===== config.mk =====
export PLATFORM = sky130hd
export DESIGN_NAME = wb_regfile
export DESIGN_NICKNAME = d
export VERILOG_FILES = /design/src/rtl/wb_regfile.sv
export SDC_FILE = /design/constraint.sdc
export NUM_CORES = 2
export LEC_CHECK = 0
export CORE_MARGIN = 5
export CORE_UTILIZATION = 35
export DETAILED_ROUTE_END_ITERATION = 10
export HOLD_SLACK_MARGIN = 0.05
export PLACE_DENSITY = 0.52
export SLEW_MARGIN = 20
export SYNTH_ARGS = -nofsm -noshare
export SYNTH_HDL_FRONTEND = slang
export SYNTH_HIERARCHICAL = 1
export SYNTH_SLANG_ARGS = --single-unit

===== constraint.sdc =====
create_clock -name clk -period 9.09 [get_ports clk]
set_input_delay 2.727 -clock clk [delete_from_list [all_inputs] [get_ports clk]]
set_output_delay 2.727 -clock clk [all_outputs]
set_load 0.05 [all_outputs]

===== src/rtl/wb_regfile.sv =====
// MIPS32 writeback-stage register file: 32 GPRs ($0 hardwired to zero), the HI/LO pair, and two combinational read ports.
// Optional `WB_BYPASS_EN: the write data presented in this cycle is forwarded to reads and to hi_o/lo_o in the same cycle.

module wb_regfile_rdport #(
    parameter int DATA_W = 32,
    parameter int ADDR_W = 5
) (
    input  logic              rst_i,
    input  logic              re_i,
    input  logic [ADDR_W-1:0] raddr_i,
    input  logic [DATA_W-1:0] stored_i,
    input  logic              we_i,
    input  logic [ADDR_W-1:0] waddr_i,
    input  logic [DATA_W-1:0] wdata_i,
    output logic [DATA_W-1:0] rdata_o
);

`ifdef WB_BYPASS_EN
    // The write address is nonzero whenever the read address matches it, because a read of $0 takes the earlier branch.
    always_comb begin
        rdata_o = '0;
        if (rst_i || !re_i || raddr_i == '0)
            rdata_o = '0;
        else if (we_i && waddr_i == raddr_i)
            rdata_o = wdata_i;
        else
            rdata_o = stored_i;
    end
`else
    logic unused_wr;
    assign unused_wr = ^{we_i, waddr_i, wdata_i};

    always_comb begin
        rdata_o = '0;
        if (rst_i || !re_i || raddr_i == '0)
            rdata_o = '0;
        else
            rdata_o = stored_i;
    end
`endif

endmodule

module wb_regfile #(
    parameter int DATA_W   = 32,
    parameter int ADDR_W   = 5,
    parameter int NUM_REGS = 32
) (
    input  logic              clk,
    input  logic              rst,
    input  logic              we,
    input  logic [ADDR_W-1:0] waddr,
    input  logic [DATA_W-1:0] wdata,
    input  logic              re1,
    input  logic [ADDR_W-1:0] raddr1,
    output logic [DATA_W-1:0] rdata1,
    input  logic              re2,
    input  logic [ADDR_W-1:0] raddr2,
    output logic [DATA_W-1:0] rdata2,
    input  logic              whilo,
    input  logic [DATA_W-1:0] hi_i,
    input  logic [DATA_W-1:0] lo_i,
    output logic [DATA_W-1:0] hi_o,
    output logic [DATA_W-1:0] lo_o
);

    localparam int NUM_RD = 2;

    logic [DATA_W-1:0] gpr_q [NUM_REGS];
    logic [DATA_W-1:0] hi_q, hi_d;
    logic [DATA_W-1:0] lo_q, lo_d;
    logic              gpr_we;

    assign gpr_we = we && (waddr != '0);

    // Entry 0 is cleared by reset and never written, so $0 always holds zero.
    always_ff @(posedge clk) begin
        if (rst) begin
            for (int i = 0; i < NUM_REGS; i++)
                gpr_q[i] <= '0;
        end else if (gpr_we) begin
            gpr_q[waddr] <= wdata;
        end
    end

    always_comb begin
        hi_d = hi_q;
        lo_d = lo_q;
        if (whilo) begin
            hi_d = hi_i;
            lo_d = lo_i;
        end
    end

    always_ff @(posedge clk) begin
        if (rst) begin
            hi_q <= '0;
            lo_q <= '0;
        end else begin
            hi_q <= hi_d;
            lo_q <= lo_d;
        end
    end

`ifdef WB_BYPASS_EN
    assign hi_o = rst ? '0 : (whilo ? hi_i : hi_q);
    assign lo_o = rst ? '0 : (whilo ? lo_i : lo_q);
`else
    assign hi_o = rst ? '0 : hi_q;
    assign lo_o = rst ? '0 : lo_q;
`endif

    logic [NUM_RD-1:0]             rd_en;
    logic [NUM_RD-1:0][ADDR_W-1:0] rd_addr;
    logic [NUM_RD-1:0][DATA_W-1:0] rd_stored;
    logic [NUM_RD-1:0][DATA_W-1:0] rd_data;

    assign rd_en   = {re2, re1};
    assign rd_addr = {raddr2, raddr1};

    for (genvar p = 0; p < NUM_RD; p++) begin : g_rd
        assign rd_stored[p] = gpr_q[rd_addr[p]];

        wb_regfile_rdport #(
            .DATA_W (DATA_W),
            .ADDR_W (ADDR_W)
        ) u_rdport (
            .rst_i    (rst),
            .re_i     (rd_en[p]),
            .raddr_i  (rd_addr[p]),
            .stored_i (rd_stored[p]),
            .we_i     (we),
            .waddr_i  (waddr),
            .wdata_i  (wdata),
            .rdata_o  (rd_data[p])
        );
    end

    assign rdata1 = rd_data[0];
    assign rdata2 = rd_data[1];

endmodule


==> impl_metrics.json <==
{
  "status": "finished, final reports clean",
  "p_per_area_nw_per_um2": 183.9,
  "initial_core_util": 0.3520,
  "drc": 0,
  "antenna_left": 0,
  "cts.sinks": 1088,
  "wl_per_cell_um": 31.10,
  "worstSkewPairLatency_ns": 0.75,
  "final-hold-violation-count": 0,
  "cts_resized": 0,
  "cts_buffer_depth": 3,
  "grt_usage": 0.2510,
  "synth_seq_cells": 1088,
  "htreeDepth": 4,
  "cellLeakagePower_nw": 26.52,
  "final_util": 0.4042,
  "period_share": 0.9563,
  "die_h_um": 422.8,
  "whs_ns": 0.4847,
  "n_fill_cell": 15963,
  "synth.area.top_cells": "edfxtp_1 52%, mux2i_1 18%, and2_1 10%, a22oi_1 2.4%, dfxtp_1 2.1%",
  "dpl.hpwl_mm": 135.6,
  "hp-class": "register to register",
  "required_ns": 6.36,
  "cts_buffers": 132,
  "drtIter0Drc": 3944,
  "die_w_um": 422.8,
  "ys.flop_type": "edfxtp_1",
  "synth-edff-count": 1024,
  "min_from": "lo_q[10]",
  "drive_gt1_frac": 0.09355,
  "grt_setup_unrepaired": "false",
  "via_count": 41852,
  "fin_tns_setup_ns": 0,
  "final_nets": 5221,
  "grt_max_degree": 109,
  "relSlewSlack": 0.1844,
  "cp-start-kind": "input pin",
  "worst_slew_pin_slew_ns": 1.223,
  "syn_inst": 5039,
  "ctsHoldBuffers": 0,
  "end_kind": "output port",
  "clk_pin_slew_ns": 0.05,
  "syn_to_final_growth_pct": 14.84,
  "seqCellArea_um2": 32030,
  "gp_congestion": 0.8244,
  "drt-total-wl_mm": 231.2,
  "post_cts_buffers": 0,
  "yosysWarningCount": 6,
  "avgSynthCellArea_um2": 11.84,
  "fmax_mhz": 115.0,
  "placementRows": 151,
  "grt_pass1_vias": 42046,
  "finalSetupViolations": 0,
  "dpl_cell_area_um2": 64460,
  "overflow": 0,
  "viasPerCell": 5.630,
  "fin_crit_ns": 8.693,
  "synth_area_um2": 59650,
  "placement.io_buffers": 244,
  "crit_fanout": 39,
  "yosysTopAreaCellShare": 0.5155,
  "total_power_mw": 12.60,
  "yosys.cell_count.top_type": "mux2i_1",
  "die_area_um2": 178800,
  "antenna_found_initial": 30,
  "ys_top_cells_by_count": "1,088 x mux2i_1, 1,024 x edfxtp_1, 994 x and2_1",
  "synth.yosys.seq_area_share": 0.5369,
  "peakVddDrop_mv": 0.2189,
  "cts_tree": "built",
  "cap_violations": 0,
  "yosys.cell_types.count": 35,
  "reg2reg_from": "lo_q[9]",
  "core_um2": 169500,
  "report.final.slew_viol_count": 0,
  "ios": 245,
  "synth_top_area_cell": "edfxtp_1",
  "arrival_ns": 5.97,
  "fin_area_um2": 68510,
  "crit_type": "input pin to output port",
  "dr.pass1.iters": 6,
  "async_flop_share": 0,
  "multiInputGateArea_um2": 25510,
  "cp-startpoint": "raddr1[2]",
  "grt_pass1_wl_mm": 321.6,
  "root_buffer": "clkbuf_16",
  "skew_ns": 0
}
-- area by class of cell --
cell class | instances | area share
clock buffer | 169 | 0.05225
inverter | 2 | 0.0001096
timing repair buffer | 392 | 0.06005
tap | 2218 | 0.04051
antenna | 10 | 0.0003653
clock inverter | 67 | 0.006721
multi-input combinational | 3488 | 0.3724
sequential | 1088 | 0.4676
-- placed cells by master, fill, tap and decap left out, drive strengths merged --
cell           Yosys  final
mux2i           1088   1088
edfxtp          1024   1024
and2             994    994
a21oi            256    256
buf              207    220
nand2            196    196
nand3            194    194
a22oi            192    192
clkdlybuf4s50      0    172
clkbuf           285    169
a22o             128    128
nor2              99     99
nor2b             69     69
nand3b            68     68
nor3              64     64
a31oi             64     64
dfxtp             64     64
clkinv             0     55
or2               33     33
conb               1     32
diode              0     10
inv                2      9
nand2b             5      5
bufinv             0      3
or3b               2      2
or3                2      2
clkinvlp           0      2
nor4               2      2
-- through the flow --
step / cells / worst slack (ns)
2_1_floorplan: 5070 / 1.744
3_3_place_gp: 7188 / 0.5047
3_5_place_dp: 7188 / 0.4902
4_1_cts: 7424 / 0.4906
5_1_grt: 7427 / 0.3255
6_report: 7434 / 0.3973
-- kinds of logic after synthesis --
logic type / Yosys count / share of synthesized area
other: 1 / 0.00006286
flip-flops: 1088 / 0.5369
AND/OR/NAND/NOR: 1728 / 0.1674
buffers and inverters: 494 / 0.04163
AO/OA/AOI/OAI: 640 / 0.07140
multiplexers: 1088 / 0.1826
-- final timing paths --
| check | slack, ns | cells past startpoint | end |
|---|---|---|---|
| max | 0.40 | 10 | rdata1[0] |
| min | 0.48 | 2 | lo_q[10] |
| max reg2reg | 8.44 | 2 | lo_q[9] |
| min reg2reg | 0.48 | 2 | lo_q[10] |
-- worst max-delay path, stage by stage --
cell and delay [ns]:
clkdlybuf4s50_1 0.71, nor2b_4 0.34, buf_4 0.60, a22o_1 0.23, nor3_1 0.04, a31oi_1 0.48, nand3_1 0.32, nand3b_1 0.20
a21oi_1 0.06, buf_4 0.21
-- flip-flops by register name, summed over array words and instances (netlist names) --
register	cells
lo_q	32
gpr_q	1024
hi_q	32
-- layer usage --
layer,wire length (um),vias up,GRT usage
li1,-,18460,-
met1,94250,21183,0.3185
met2,109700,1747,0.4179
met3,15970,454,0.04607
met4,11220,8,0.1133
met5,53,-,0
-- power by group --
part / switching [mW] / internal [mW] / total (mW)
registers: 0.136 / 5.76 / 5.89
clock network: 2.18 / 2.87 / 5.05
logic: 1.10 / 0.561 / 1.66
(Power assumes the default switching activity.)
